--- config.mk ---
export PLATFORM = sky130hd
export DESIGN_NAME = multi_cook_timer
export DESIGN_NICKNAME = d
export VERILOG_FILES = /design/src/rtl/multi_cook_timer.sv
export SDC_FILE = /design/constraint.sdc
export NUM_CORES = 1
export LEC_CHECK = 0
export ABC_AREA = 1
export CORE_UTILIZATION = 50
export CTS_BUF_LIST = sky130_fd_sc_hd__clkbuf_2 sky130_fd_sc_hd__clkbuf_4 sky130_fd_sc_hd__clkbuf_8
export DETAILED_ROUTE_END_ITERATION = 10
export PLACE_DENSITY = 0.67
export SETUP_SLACK_MARGIN = 0.05
export SYNTH_ARGS = -nofsm -noshare
export SYNTH_HDL_FRONTEND = slang
export SYNTH_SLANG_ARGS = --single-unit
export TNS_END_PERCENT = 20
--- constraint.sdc ---
create_clock -name clk -period 10.5 [get_ports clk]
set_input_delay 2.1 -clock clk [delete_from_list [all_inputs] [get_ports clk]]
set_output_delay 2.1 -clock clk [all_outputs]
set_load 0.1 [all_outputs]
--- src/rtl/multi_cook_timer.sv ---
// multi_cook_timer: NUM_CH independent mm:ss BCD countdown channels that share
// one button set. The selected channel is edited/controlled by the buttons and
// its time is presented on a 16-bit BCD display word.
// Optional build macro: AUTO_SILENCE_EN (alarm self-clears after ALARM_SEC s).
module multi_cook_timer #(
  parameter int CLK_FREQ_HZ = 100_000_000,
  parameter int NUM_CH      = 2,
  parameter int MAX_MIN     = 59,
  parameter int ALARM_SEC   = 30
) (
  input  logic              clk,
  input  logic              reset_p,
  input  logic              btn_start,
  input  logic              btn_sec,
  input  logic              btn_min,
  input  logic              btn_stop,
  input  logic              btn_sel,
  output logic [2:0]        sel_ch,
  output logic [15:0]       value,
  output logic [NUM_CH-1:0] running,
  output logic [NUM_CH-1:0] alarm,
  output logic              alarm_any
);

  localparam int PW = (CLK_FREQ_HZ > 1) ? $clog2(CLK_FREQ_HZ) : 1;
  localparam logic [PW-1:0] PRESC_TERM = PW'(CLK_FREQ_HZ - 1);
  localparam logic [7:0] MAX_MIN_BCD = {4'(MAX_MIN / 10), 4'(MAX_MIN % 10)};

  typedef enum logic [1:0] {
    ST_IDLE,
    ST_RUN,
    ST_PAUSE,
    ST_ALARM
  } state_t;

  state_t        r_state     [NUM_CH];
  state_t        w_state_nxt [NUM_CH];
  logic [7:0]    r_set_min   [NUM_CH];
  logic [7:0]    r_set_sec   [NUM_CH];
  logic [7:0]    r_cur_min   [NUM_CH];
  logic [7:0]    r_cur_sec   [NUM_CH];
  logic [PW-1:0] r_presc     [NUM_CH];

  logic [2:0]        r_sel;
  logic [15:0]       r_value;
  logic [NUM_CH-1:0] r_running;
  logic [NUM_CH-1:0] r_alarm;

  logic [NUM_CH-1:0] w_sel;
  logic [NUM_CH-1:0] w_counting;
  logic [NUM_CH-1:0] w_tick;
  logic [NUM_CH-1:0] w_cur_one;
  logic [NUM_CH-1:0] w_set_zero;
  logic [15:0]       w_value;

`ifdef AUTO_SILENCE_EN
  localparam int AW = $clog2(ALARM_SEC + 1);
  logic [AW-1:0] r_asec [NUM_CH];
`else
  logic w_unused_alarm_sec;
  assign w_unused_alarm_sec = ^ALARM_SEC;
`endif

  // BCD increment with wrap to 00 once the limit is reached
  function automatic logic [7:0] bcd_inc(input logic [7:0] v, input logic [7:0] lim);
    if (v >= lim)              return '0;
    else if (v[3:0] == 4'd9)   return {v[7:4] + 4'd1, 4'd0};
    else                       return {v[7:4], v[3:0] + 4'd1};
  endfunction

  // BCD decrement; caller guarantees v != 00
  function automatic logic [7:0] bcd_dec(input logic [7:0] v);
    if (v[3:0] == 4'd0) return {v[7:4] - 4'd1, 4'd9};
    else                return {v[7:4], v[3:0] - 4'd1};
  endfunction

  // Per-channel decodes: selection, prescaler tick, time comparisons
  always_comb begin
    for (int unsigned ch = 0; ch < NUM_CH; ch++) begin
      w_sel[ch]      = (r_sel == 3'(ch));
`ifdef AUTO_SILENCE_EN
      w_counting[ch] = (r_state[ch] == ST_RUN) || (r_state[ch] == ST_ALARM);
`else
      w_counting[ch] = (r_state[ch] == ST_RUN);
`endif
      w_tick[ch]     = w_counting[ch] && (r_presc[ch] == PRESC_TERM);
      w_cur_one[ch]  = (r_cur_min[ch] == 8'h00) && (r_cur_sec[ch] == 8'h01);
      w_set_zero[ch] = (r_set_min[ch] == 8'h00) && (r_set_sec[ch] == 8'h00);
    end
  end

  // Next-state logic for every channel; stop always wins over start
  always_comb begin
    for (int unsigned ch = 0; ch < NUM_CH; ch++) begin
      w_state_nxt[ch] = r_state[ch];
      unique case (r_state[ch])
        ST_IDLE: begin
          if (w_sel[ch] && btn_start && !btn_stop && !w_set_zero[ch])
            w_state_nxt[ch] = ST_RUN;
        end
        ST_RUN: begin
          if (w_sel[ch] && btn_stop)
            w_state_nxt[ch] = ST_IDLE;
          else if (w_tick[ch] && w_cur_one[ch])
            w_state_nxt[ch] = ST_ALARM;
          else if (w_sel[ch] && btn_start)
            w_state_nxt[ch] = ST_PAUSE;
        end
        ST_PAUSE: begin
          if (w_sel[ch] && btn_stop)
            w_state_nxt[ch] = ST_IDLE;
          else if (w_sel[ch] && btn_start)
            w_state_nxt[ch] = ST_RUN;
        end
        ST_ALARM: begin
          if (w_sel[ch] && btn_stop)
            w_state_nxt[ch] = ST_IDLE;
`ifdef AUTO_SILENCE_EN
          else if (w_tick[ch] && (r_asec[ch] == AW'(ALARM_SEC - 1)))
            w_state_nxt[ch] = ST_IDLE;
`endif
        end
        default: w_state_nxt[ch] = ST_IDLE;
      endcase
    end
  end

  // Channel registers: state, set time, countdown time, prescaler
  always_ff @(posedge clk or posedge reset_p) begin
    if (reset_p) begin
      for (int unsigned ch = 0; ch < NUM_CH; ch++) begin
        r_state[ch]   <= ST_IDLE;
        r_set_min[ch] <= '0;
        r_set_sec[ch] <= '0;
        r_cur_min[ch] <= '0;
        r_cur_sec[ch] <= '0;
        r_presc[ch]   <= '0;
`ifdef AUTO_SILENCE_EN
        r_asec[ch]    <= '0;
`endif
      end
    end else begin
      for (int unsigned ch = 0; ch < NUM_CH; ch++) begin
        r_state[ch] <= w_state_nxt[ch];

        if ((r_state[ch] == ST_IDLE) && w_sel[ch]) begin
          if (btn_sec) r_set_sec[ch] <= bcd_inc(r_set_sec[ch], 8'h59);
          if (btn_min) r_set_min[ch] <= bcd_inc(r_set_min[ch], MAX_MIN_BCD);
        end

        if ((r_state[ch] == ST_IDLE) && (w_state_nxt[ch] == ST_RUN)) begin
          r_cur_min[ch] <= r_set_min[ch];
          r_cur_sec[ch] <= r_set_sec[ch];
          r_presc[ch]   <= '0;
        end else if (w_counting[ch]) begin
          r_presc[ch] <= w_tick[ch] ? '0 : r_presc[ch] + PW'(1);
          if (w_tick[ch] && (r_state[ch] == ST_RUN)) begin
            if (r_cur_sec[ch] == 8'h00) begin
              r_cur_sec[ch] <= 8'h59;
              r_cur_min[ch] <= bcd_dec(r_cur_min[ch]);
            end else begin
              r_cur_sec[ch] <= bcd_dec(r_cur_sec[ch]);
            end
          end
        end

`ifdef AUTO_SILENCE_EN
        // Alarm entry always coincides with a tick, so the prescaler
        // restarts from 0 together with the silence counter.
        if ((r_state[ch] != ST_ALARM) && (w_state_nxt[ch] == ST_ALARM))
          r_asec[ch] <= '0;
        else if ((r_state[ch] == ST_ALARM) && w_tick[ch])
          r_asec[ch] <= r_asec[ch] + AW'(1);
`endif
      end
    end
  end

  // Display source: set time while idle, countdown time otherwise
  always_comb begin
    w_value = '0;
    for (int unsigned ch = 0; ch < NUM_CH; ch++) begin
      if (w_sel[ch])
        w_value = (r_state[ch] == ST_IDLE) ? {r_set_min[ch], r_set_sec[ch]}
                                           : {r_cur_min[ch], r_cur_sec[ch]};
    end
  end

  // Channel selection and registered outputs
  always_ff @(posedge clk or posedge reset_p) begin
    if (reset_p) begin
      r_sel     <= '0;
      r_value   <= '0;
      r_running <= '0;
      r_alarm   <= '0;
    end else begin
      if (btn_sel)
        r_sel <= (r_sel == 3'(NUM_CH - 1)) ? '0 : r_sel + 3'd1;
      r_value <= w_value;
      for (int unsigned ch = 0; ch < NUM_CH; ch++) begin
        r_running[ch] <= (r_state[ch] == ST_RUN);
        r_alarm[ch]   <= (r_state[ch] == ST_ALARM);
      end
    end
  end

  assign sel_ch    = r_sel;
  assign value     = r_value;
  assign running   = r_running;
  assign alarm     = r_alarm;
  assign alarm_any = |r_alarm;

endmodule

Yosys cells after proc, flatten, opt, wreduce, memory -nomap -nowiden
Index checks and enable logic that the tools add are counted.

storage, ports and cells
  bits of input ports = 7
  bits in registers = 145
  output and inout bits = 24

operators by class
  magnitude comparators = 4
  reductions and logical operators = 71
  equal/unequal tests = 17
  add/subtract/negate cells = 19
  muxes and demuxes = 55

operators with widths
  cell                   count
  $mux 8                 28
  $mux 27                6
  $logic_not 8->1        8
  $mux 16                4
  $add 27x1->27 const B  2
  $eq 27x27->1 const B   2
  $add 4x1->4 const B    8
  $ge 8x7->1 const B     4
  $sub 4x1->4 const B    8
  $mux 2                 14
  $reduce_and 3->1       8
  $reduce_bool 2->1      12
  $logic_and 1x1->1      22
  $eq 4x4->1 const B     4
  $eq 8x1->1 const B     2
  $logic_not 4->1        4
  $pmux 2 s4             2
  $reduce_and 2->1       6
  $eq 2x1->1 const B     4
  $eq 2x2->1 const B     4
  $reduce_and 4->1       2
  $reduce_bool 3->1      2
  $logic_not 2->1        2
  $add 3x1->3 const B    1
  5 further kinds        7

Longest topological paths before layout
Gate-level depths: netlist of the first run.

  depth after elaboration = 10
  gate-level depth with buffers = 16
  mapped depth without buffers = 15

Least setup slack after synthesis of the first run
Ideal clock, no wire load.

  path type = register to output
  start point = register r_alarm[1], in the netlist alarm[1]
  end point = output port alarm_any
  arrival time = 1.472 ns
  cell stages (with the launch flop) = 2
  slack = 6.928 ns
  cells stage by stage = dfrtp_1 > or2_2

between the ends
  cells in the longest elaborated chain, start to end = 1

RTL lines
  element                            line  RTL
  from (decl)                        47    logic [NUM_CH-1:0] r_alarm;
  from (signal, indexed assignment)  202   r_alarm[ch] <= (r_state[ch] == ST_ALARM);
  $reduce_or 2->1                    211   assign alarm_any = |r_alarm;
  to (decl)                          22    output logic alarm_any

Every way passes these cells.

Worst setup path in the final report of the first run
  start point = input port btn_start
  end point = register r_presc[27] (netlist name)

between the ends
  cells in the longest elaborated chain, start to end = 8
  elaborated cells between the ends (all ways) = 14
  those cells by class = eq/ne (1); mux (8); reduce/logical (5)

RTL lines
  element                                              line          RTL
  from (decl)                                          13            input logic btn_start,
  $logic_and 1x1->1 *                                  98, 106, 112
  $mux 2 / $logic_and 1x1->1 (equally long branches)   106, 98
  $mux 2 / $logic_and 1x1->1 (equally long branches)   104, 98
  $mux 2, on equally long branches                     102, 98
  $pmux 2 s4 *                                         96            unique case (r_state[ch])
  $eq 2x1->1 *                                         151           if ((r_state[ch] == ST_IDLE) && (w_state_nxt[ch] == ST_RUN)) begin
  $logic_and 1x1->1 *                                  151
  $mux 27 / $reduce_bool 2->1 (equally long branches)  n/a
  to (signal, indexed assignment)                      156           r_presc[ch] <= w_tick[ch] ? '0 : r_presc[ch] + PW'(1);
  to (decl)                                            42            logic [PW-1:0] r_presc [NUM_CH];

Mark *: on every way between the ends. The rest lies on a longest branch, timed or not.
A chain may end at the register's enable or synchronous reset.

==> run summary, run 1 <==
Most used DFF post-synth - dfrtp_1
GR Util All Layers - 26.9%
DP HPWL - 17.4 mm
Worst R2R Start - r_presc[27]
Part of the power in registers - 33.2%
Syn_area_per_cell - 7.05 µm²
First-pass GRT wire length - 41.8 mm
Slew HR - 29.9%
Cells after Synth - 1,329
Failing checks - design-rule violations
Syn Nets - 1,362
CP required - 10.83 ns
Clock latency on the worst-skew pair - 0.46 ns
Ant. Diodes - 0
Min cycle time layout - 5.14 ns
WHS Path Cells - 2
Fin nets - 1,379
Clk network pwr share - 18.8%
Pre-antenna DRT Iters - 9
Final period util - 49.0%
Final Max Tran Viols - 0
Fmax - 0.195 GHz
Crit end category - register
Area contributors post-synth - dfrtp_1, nand2_1, inv_1
CTS buffer count - 17
Worst Hold Class - register to register
Mapped cell area - 9370 µm²
Post-synth top area share - 38.7%
VDD IR-drop max - 0.251 mV
Top Family by Delay on Critical Path - simple AND/OR/NAND/NOR gates
Final wirelength - 24.9 mm
Max incr delay on CP - 0.99 ns
Synth area leader - dfrtp_1
Post-CTS setup buffers - 0
Crit path kind - input pin to register
Synth Register Bits - 145
GPL Wtd Cong - 0.906
Starting Density - 51.6%
RSZ-0062 raised after global routing - no
Initial antenna violation count - 0
# IOs - 31
CTS H-tree lvls - 4
R2R cell count - 14
Share of layout cells above drive strength 1 - 5.45%
Worst-Margin Slew - 1.05 ns
Vias/cell - 5.57
Cts hold-fix bufs - 0
Clk pin slew, worst setup/hold paths - 0.08 ns
Total placed cells including tap cells - 1,556
# rows - 49
Clock sink count - 145
Post-CTS resize count - 0
Worst Path Buf+Inv - 3
Post-synthesis sequential area ratio - 38.7%
Max-cap violation count - 0
Static Leak - 4.97 nW
Count of input and output buffers - 30
Hold endpoint - r_cur_min[8]
NetSw - 1.34 mW
Worst Skew - 0.0143 ns
CP most frequent cell - nand2_1
Setup-failing EPs final - 0
DR WL/cell - 15.7 µm
Worst setup SP type - input pin
Status - complete, but fails checks
Die W - 139 µm
Power share of the combinational group - 48.1%
EDFF count, synth - 0
Synth warnings - 0
Unique cell type count in the Yosys netlist - 46
Finished Layout Cells - 1,587
Root buffer cell - clkbuf_8
Core Util, Final - 56.5%
CP max-delay cell - nand2_1
Global route total overflow - 0
Die height - 139 µm
WP depth - 10
Hold path start - r_cur_min[8]
DP Worst Slack - 5.03 ns
Sw frac - 49.4%
WHS - 0.484 ns
Cells along the critical path - clkdlybuf4s50_1 > nand2_1 > nor2_1 > nand2_1 > clkinv_1 > nand3_2 > nand2_1 > inv_2 > nand2_1 > o21ai_1
CTS Buffer Depth - 2
Pwr dens - 265 nW/µm²
Largest net degree at the start of global routing - 79
Final hold vios - 0
RR Endpoint - r_presc[27]
Pint - 1.38 mW
Setup TNS Final - 0 ns
Die area - 19,300 µm²
Detail Route Antenna Nets - 0
CP max FO - 48
Flop2flop setup slack - 6.36 ns
Area growth syn-to-layout - 9.50%
Core ar. - 18,100 µm²
Ys async rst share - 100%
Residual DRC - 2
Number of global-route vias before repair - 8,316
Detailed Route Iter0 Violations - 878
TritonCTS clock tree - yes
Post-route worst setup slack - 5.36 ns
CP arrival - 5.47 ns
Via count - 8,839
Yosys cell counts (2+ instances only):
library cell / count
clkbuf_1: 15
nor2_2: 4
o31ai_1: 2
dfrtp_1: 145
nand4_1: 58
o21ai_1: 14
nand2_1: 363
clkinv_1: 4
nand2_2: 6
o311ai_0: 8
buf_2: 12
inv_2: 8
o22ai_1: 21
buf_4: 2
a21oi_1: 37
xor2_1: 33
nor2_1: 156
a22o_1: 2
buf_6: 5
o21ai_0: 80
nor3_1: 25
buf_1: 2
nand3b_1: 5
or2_2: 4
xnor2_1: 13
ha_1: 26
o21ai_2: 3
inv_1: 160
nand3_1: 83
nor4_1: 17
flip-flops by register name (all words and copies together) (netlist names):
| signal | count |
|---|---|
| sel_ch | 3 |
| r_set_min | 16 |
| r_state | 4 |
| value | 16 |
| r_presc | 54 |
| r_set_sec | 16 |
| alarm | 2 |
| r_cur_sec | 16 |
| running | 2 |
| r_cur_min | 16 |
worst register-to-register path, stage by stage, from the launching register on:
cell	delay (ns)
dfrtp_1	0.47
ha_1	0.21
nand2_1	0.14
nor2_1	0.20
nand2_1	0.21
nor2_1	0.15
nand3_1	0.12
nand2_1	0.08
nand2_1	0.07
nand2_2	0.15
nand3_2	0.82
nand2_1	0.99
inv_2	0.21
nand2_1	0.12
o21ai_1	0.07
cell families (layout without fill, tap and decap cells):
logic type / after synthesis / after routing / share of synthesized area (%)
AND/OR/NAND/NOR: 728 / 728 / 33.9
buffers and inverters: 209 / 238 / 9.03
AO/OA/AOI/OAI: 174 / 174 / 10.5
flip-flops: 145 / 145 / 38.7
XOR/XNOR: 46 / 46 / 4.30
adder cells (fa/ha/maj): 26 / 26 / 3.47
multiplexers: 1 / 1 / 0.107
metal layers:
metal / vias up / global-route usage, % / wire, µm
li1: 4356 / - / -
met1: 4169 / 38.7 / 11800
met2: 280 / 41.6 / 11400
met3: 34 / 3.80 / 1240
met4: 0 / 8.71 / 453
met5: - / 0 / 0
layout by cell type (no fill, tap or decap), drive strengths merged, types with 2 or more instances in the layout:
| master | n |
|---|---|
| xnor2 | 13 |
| nor4 | 17 |
| o31ai | 3 |
| bufinv | 4 |
| xor2 | 33 |
| ha | 26 |
| nor3 | 26 |
| a22o | 2 |
| or2 | 5 |
| o311ai | 8 |
| nand3 | 85 |
| clkinvlp | 3 |
| dfrtp | 145 |
| o21ai | 97 |
| clkinv | 6 |
| buf | 5 |
| nor2 | 162 |
| inv | 168 |
| clkdlybuf4s50 | 30 |
| clkbuf | 22 |
| nand2 | 369 |
| nand4 | 58 |
| nand3b | 5 |
| a21oi | 38 |
| o22ai | 21 |
final cells by class:
cell class | instances | area, µm²
Clock inverter | 9 | 153
Tap cell | 229 | 287
Fill cell | 1763 | 7890
Timing Repair Buffer | 35 | 338
Multi-Input combinational cell | 975 | 4900
Inverter | 172 | 651
Sequential cell | 145 | 3630
Clock buffer | 22 | 303
metrics by stage:
stage | area, µm² | power, mW
CTS | 10300 | 2.72
global placement | 9800 | 2.18
finish | 10300 | 2.72
floorplan | 9370 | 1.87
global route | 10300 | 2.93
detailed placement | 9800 | 2.20
worst max-delay path by stage:
stage / from / end
after global routing: btn_start / r_presc[27]
after detailed placement: btn_start / r_presc[35]
final: btn_start / r_presc[27]
after floorplan: reset_p / alarm[0]
after CTS: btn_start / r_presc[27]
after global placement: btn_start / r_presc[50]
power groups by stage:
| stage | Clock [mW] | Sequential [mW] | Combinational, mW |
|---|---|---|---|
| 2_1_floorplan | 0 | 1.08 | 0.781 |
| 3_3_place_gp | 0 | 0.905 | 1.28 |
| 3_5_place_dp | 0 | 0.905 | 1.29 |
| 4_1_cts | 0.518 | 0.897 | 1.30 |
| 5_1_grt | 0.544 | 0.927 | 1.46 |
| 6_report | 0.510 | 0.902 | 1.31 |
Note: power is estimated with default switching activity, not from simulation.
==> run 2, diff against run 1 <==
==> constraint.sdc (replaced) <==
create_clock -name clk -period 4.8 [get_ports clk]
set_input_delay 0.96 -clock clk [delete_from_list [all_inputs] [get_ports clk]]
set_output_delay 0.96 -clock clk [all_outputs]
set_load 0.1 [all_outputs]
==> run 2 against run 1 <==
Effect of this change:
- the flow still finishes with violations (design-rule violations)
- routed wire length decreased by 2.2%
- cell area about the same
- utilization about the same
- combinational power increased by 120%
- non-clock buffer count increased by 1
- highest routed layer unchanged
==> run summary, run 2 (synthesized netlist as in run 1, its figures left out) <==
Die height - 139 µm (unchanged)
Die area - 19,300 µm² (unchanged)
Root buffer cell - clkbuf_8
CTS H-tree lvls - 4 (unchanged)
CTS Buffer Depth - 2 (unchanged)
Worst Hold Class - register to register
Final hold vios - 0 (unchanged)
Number of global-route vias before repair - 8,066 (-3.0%)
Global route total overflow - 0 (unchanged)
Detail Route Antenna Nets - 0 (unchanged)
Die W - 139 µm (unchanged)
Share of layout cells above drive strength 1 - 5.59% (+0.14 points)
# rows - 49 (unchanged)
Worst Skew - 0.0143 ns (-0.0000103 ns)
Count of input and output buffers - 30 (unchanged)
WHS - 0.478 ns (-0.00592 ns)
Finished Layout Cells - 1,589 (+0.13%)
R2R cell count - 12 (-2)
Crit path to - r_presc[21]
Final period util - 71.7%
Commonest cells after routing, fill and taps aside - nand2_1, inv_1, nor2_1, dfrtp_1, nand3_1
First-pass GRT wire length - 40.9 mm (-2.0%)
GR Util All Layers - 26.5% (-0.40 points)
Post-CTS setup buffers - 0 (unchanged)
Min cycle time layout - 3.44 ns
Crit path kind - register to register
CP max FO - 51 (+6.3%)
Slew HR - 33.3% (+3.3 points)
DP HPWL - 17.2 mm (-0.96%)
Crit end category - register
Pwr dens - 576 nW/µm² (+120%)
Failing checks - design-rule violations
RSZ-0062 raised after global routing - no
GPL Wtd Cong - 0.915 (+0.94%)
Pre-antenna DRT Iters - 9 (unchanged)
Total placed cells including tap cells - 1,557 (+0.064%)
CP arrival - 3.80 ns (-1.67 ns)
VDD IR-drop max - 0.690 mV (+170%)
Setup-failing EPs final - 0 (unchanged)
Residual DRC - 1 (-1)
Detailed Route Iter0 Violations - 784 (-11%)
Post-CTS resize count - 0 (unchanged)
Status - complete, but fails checks
Setup TNS Final - 0 ns (unchanged)
Final wirelength - 24.4 mm (-2.2%)
CTS buffer count - 17 (unchanged)
Worst-Margin Slew - 0.998 ns (-0.0520 ns)
DR WL/cell - 15.4 µm (-2.3%)
Final Max Tran Viols - 0 (unchanged)
Area growth syn-to-layout - 9.55% (about the same)
Clock sink count - 145 (unchanged)
Ant. Diodes - 0 (unchanged)
Worst R2R Start - sel_ch[2]
Starting Density - 51.6% (unchanged)
Max-cap violation count - 0 (unchanged)
Clk pin slew, worst setup/hold paths - 0.09 ns (about the same)
Clock latency on the worst-skew pair - 0.46 ns (about the same)
Initial antenna violation count - 0 (unchanged)
Leading cell type in the layout, fill and taps excluded - nand2_1
Final Power - 5.92 mW (+120%)
Fmax - 0.291 GHz
Area of the multi-input gates - 4900 µm² (unchanged)
Largest net degree at the start of global routing - 146 (+85%)
CP required - 5.16 ns (-5.67 ns)
Max reg flops - 54 (unchanged)
Cts hold-fix bufs - 0 (unchanged)
# fillers - 1,762 (-0.057%)
# IOs - 31 (unchanged)
RR Endpoint - r_presc[21]
TritonCTS clock tree - yes
Via count - 8,775 (-0.72%)
Flop2flop setup slack - 1.36 ns (-5.00 ns)
Worst setup SP type - register
Vias/cell - 5.52 (-0.85%)
Static Leak - 4.97 nW (-0.12%)
Fin nets - 1,380 (+0.073%)
Reg area - 3630 µm² (unchanged)
Crit path from - sel_ch[2]
Core ar. - 18,100 µm² (unchanged)
Biggest register - r_presc
==> run 2: cell count changes in the layout (fill, tap and decap cells not counted), sizes merged <==
cell	previous run	this run
clkinvlp	3	5
inv	168	167
clkbuf	22	19
buf	5	6
clkinv	6	9
==> run 2: worst min-delay path by stage <==
stage	startpoint	to	cells after the start
after floorplan	r_cur_min[0]	r_cur_min[0]	2
after global placement	r_cur_min[0]	r_cur_min[0]	2
after detailed placement	r_cur_min[0]	r_cur_min[0]	2
after CTS	r_cur_min[0]	r_cur_min[0]	2
after global routing	r_cur_min[0]	r_cur_min[0]	2
final	r_cur_min[0]	r_cur_min[0]	2
==> run 2: metal layers <==
metal  up-vias  share of wire [%]  global-route usage (%)
met5         -                  0                       0
met4         0                2.5                    8.95
met3        50                4.6                    4.66
met2       260                 44                    40.3
met1      4089                 48                    38.1
li1       4376                  -                       -
==> run 2: final cells by class <==
class	instances	area share (%)
multi-input combinational	975	47.7
sequential	145	35.4
inverter	172	6.33
timing repair buffer	36	3.49
tap	229	2.79
clock buffer	19	2.49
clock inverter	13	1.82
==> run 2: worst max-delay path, cell delays in order (launching register included) <==
cell     delay [ns]
dfrtp_1        0.44
or2_4          0.30
nor2_2         0.08
buf_4          0.20
nand2_1        0.14
nor2_1         0.16
nand2_1        0.07
inv_1          0.35
nand3_4        0.55
nand2_2        0.62
inv_1          0.24
nand2_1        0.10
nand2_1        0.05
==> run 2: stage by stage <==
step | worst slack, ns | utilization, % | instance area (µm²)
global placement | 1.00 | 54.1 | 9820
CTS | 1.38 | 56.6 | 10300
floorplan | 2.02 | - | 9370
detailed placement | 0.948 | 54.1 | 9820
finish | 1.36 | 56.6 | 10300
global route | 0.979 | 56.6 | 10300
==> run 2: power by group <==
part           switching (mW)  total, mW  internal, mW
clock network           0.502       1.09         0.585
registers               0.407       1.97          1.56
logic                    2.04       2.86         0.820
total                    2.95       5.92          2.97
==> run 3, diff against run 2 <==
--- a/config.mk
+++ b/config.mk
@@ -9,7 +9,7 @@
 export CORE_UTILIZATION = 50
 export CTS_BUF_LIST = sky130_fd_sc_hd__clkbuf_2 sky130_fd_sc_hd__clkbuf_4 sky130_fd_sc_hd__clkbuf_8
 export DETAILED_ROUTE_END_ITERATION = 10
-export PLACE_DENSITY = 0.67
+export PLACE_DENSITY = 0.7
 export SETUP_SLACK_MARGIN = 0.05
 export SYNTH_ARGS = -nofsm -noshare
 export SYNTH_HDL_FRONTEND = slang
==> constraint.sdc (replaced) <==
create_clock -name clk -period 3.05 [get_ports clk]
set_input_delay 0.61 -clock clk [delete_from_list [all_inputs] [get_ports clk]]
set_output_delay 0.61 -clock clk [all_outputs]
set_load 0.1 [all_outputs]
==> run 3 against run 2 <==
Effect of this change:
- the flow still finishes with violations (design-rule violations)
- die area unchanged
- count of clock-buffer cells in the layout decreased by 1
- utilization increased by 0.37 points
- largest power group unchanged
- power increased by 56%
- maximum frequency increased by 31%
- critical path depth decreased by 2
- highest routed layer unchanged
- sequential share of layout area decreased by 0.23 points
- global-route usage increased by 0.38 points
- flip-flop and latch count unchanged
- worst setup slack got worse by 0.93 ns
- clock skew increased by 0.0024 ns
==> run summary, run 3 (synthesized netlist as in run 1, its figures left out) <==
Status - complete, but fails checks
Failing checks - design-rule violations
Cts hold-fix bufs - 0 (unchanged)
Crit end category - register
Post-CTS resize count - 0 (unchanged)
Root buffer cell - clkbuf_8
Final period util - 85.9% (+14 points)
DP Worst Slack - 0.487 ns (-0.461 ns)
Max-cap violation count - 0 (unchanged)
R2R cell count - 10 (-2)
Worst setup SP type - register
Worst Hold Class - register to register
Fin nets - 1,397 (+1.2%)
Final Max Tran Viols - 0 (unchanged)
Final wirelength - 24.6 mm (+0.73%)
Post-route worst setup slack - 0.429 ns (-0.931 ns)
GPL Wtd Cong - 0.942 (+3.0%)
Setup TNS Final - 0 ns (unchanged)
Clock latency on the worst-skew pair - 0.47 ns (about the same)
Largest net degree at the start of global routing - 42 (-71%)
WHS - 0.480 ns (+0.00145 ns)
CTS H-tree lvls - 4 (unchanged)
Static Leak - 5.08 nW (+2.3%)
Die W - 139 µm (unchanged)
Detail Route Antenna Nets - 0 (unchanged)
Final Cell Area - 10,300 µm² (+0.65%)
TritonCTS clock tree - yes
Vias/cell - 5.49 (-0.66%)
Worst Skew - 0.0167 ns (+0.00243 ns)
Max reg flops - 54 (unchanged)
GR Util All Layers - 26.9% (+0.38 points)
CP max FO - 12 (-76%)
CP required - 3.41 ns (-1.75 ns)
Die height - 139 µm (unchanged)
CP arrival - 2.98 ns (-0.82 ns)
Crit path kind - register to register
Min cycle time layout - 2.62 ns (-0.819 ns)
VDD IR-drop max - 0.735 mV (+6.5%)
Core ar. - 18,100 µm² (unchanged)
RSZ-0062 raised after global routing - no
Flop2flop setup slack - 0.43 ns (-0.93 ns)
Cell Area, Placed - 9910 µm² (+0.94%)
Setup-failing EPs final - 0 (unchanged)
Clk pin slew, worst setup/hold paths - 0.09 ns (about the same)
Fmax - 0.382 GHz (+31%)
Residual DRC - 6 (+5)
Die area - 19,300 µm² (unchanged)
Share of layout cells above drive strength 1 - 8.50% (+2.9 points)
Clock sink count - 145 (unchanged)
Global route total overflow - 0 (unchanged)
Count of input and output buffers - 30 (unchanged)
Pwr dens - 896 nW/µm² (+55%)
Via count - 8,816 (+0.47%)
Final hold vios - 0 (unchanged)
Pre-antenna DRT Iters - 11 (+2)
Leading cell type in the layout, fill and taps excluded - nand2_1
First-pass GRT wire length - 41.5 mm (+1.5%)
CTS buffer count - 17 (unchanged)
Starting Density - 51.6% (unchanged)
# IOs - 31 (unchanged)
DR WL/cell - 15.3 µm (-0.39%)
# rows - 49 (unchanged)
Number of global-route vias before repair - 8,339 (+3.4%)
Initial antenna violation count - 0 (unchanged)
DP HPWL - 17.9 mm (+4.4%)
Detailed Route Iter0 Violations - 804 (+2.6%)
Area growth syn-to-layout - 10.3%
Core Util, Final - 56.9% (+0.37 points)
Slew HR - 59.1% (+26 points)
CTS Buffer Depth - 2 (unchanged)
Worst-Margin Slew - 0.611 ns (-0.387 ns)
WHS Path Cells - 2 (unchanged)
Biggest register - r_presc
Commonest cells after routing, fill and taps aside - nand2_1, inv_1, nor2_1, dfrtp_1, nand3_1
Post-CTS setup buffers - 0 (unchanged)
-- run 3: cell types whose count changed in the layout (fill, tap and decap cells not counted), sizes merged --
cell / change
clkinv: +1
clkbuf: -1
clkdlybuf4s50: -24
diode: +1
clkinvlp: +1
bufinv: -1
buf: +41
-- run 3: power by group --
| group | switching [mW] | internal [mW] | total [mW] |
|---|---|---|---|
| Sequential | 0.629 | 2.46 | 3.09 |
| Clock | 0.806 | 0.825 | 1.63 |
| Combinational | 3.22 | 1.31 | 4.53 |
-- run 3: critical path: stages (launching register included) --
cell and delay (ns):
dfrtp_1 0.38, ha_1 0.21, nand2_1 0.12, nor2_2 0.25
nand2_2 0.14, nor2_1 0.16, nand3_1 0.45, o21ai_0 0.53
inv_1 0.14, nand2_1 0.08, nand2_1 0.05
-- run 3: final timing paths --
check                              from            to
setup / recovery             r_presc[0]  r_cur_sec[7]
max in group asynchronous       reset_p    r_state[0]
setup reg to reg             r_presc[0]  r_cur_sec[7]
hold / removal             r_cur_min[9]  r_cur_min[9]
hold reg to reg            r_cur_min[9]  r_cur_min[9]
min in group asynchronous       reset_p  r_set_sec[4]
-- run 3: metrics by stage --
step                cells  total power, mW
detailed placement   1574             7.62
CTS                  1606             9.28
global route         1606             9.96
floorplan            1329             6.42
global placement     1574             7.55
finish               1607             9.25
-- run 3: cell type report --
class,count,area [µm²]
fillers,1782,7820
multi-input cells,975,4900
flip-flops and latches,145,3630
inverters,172,649
repair buffers,53,450
well taps,229,287
clock buffers,18,248
clock inverters,14,165
diodes,1,2.50
-- run 3: routing by layer --
metal  part of all wire [%]  global-route usage [%]  vias up
met5                      0                       0        -
met4                    1.5                    9.65        0
met3                    4.5                    3.31       25
met2                     46                    43.1      264
met1                     48                    37.4     4119
li1                       -                       -     4408
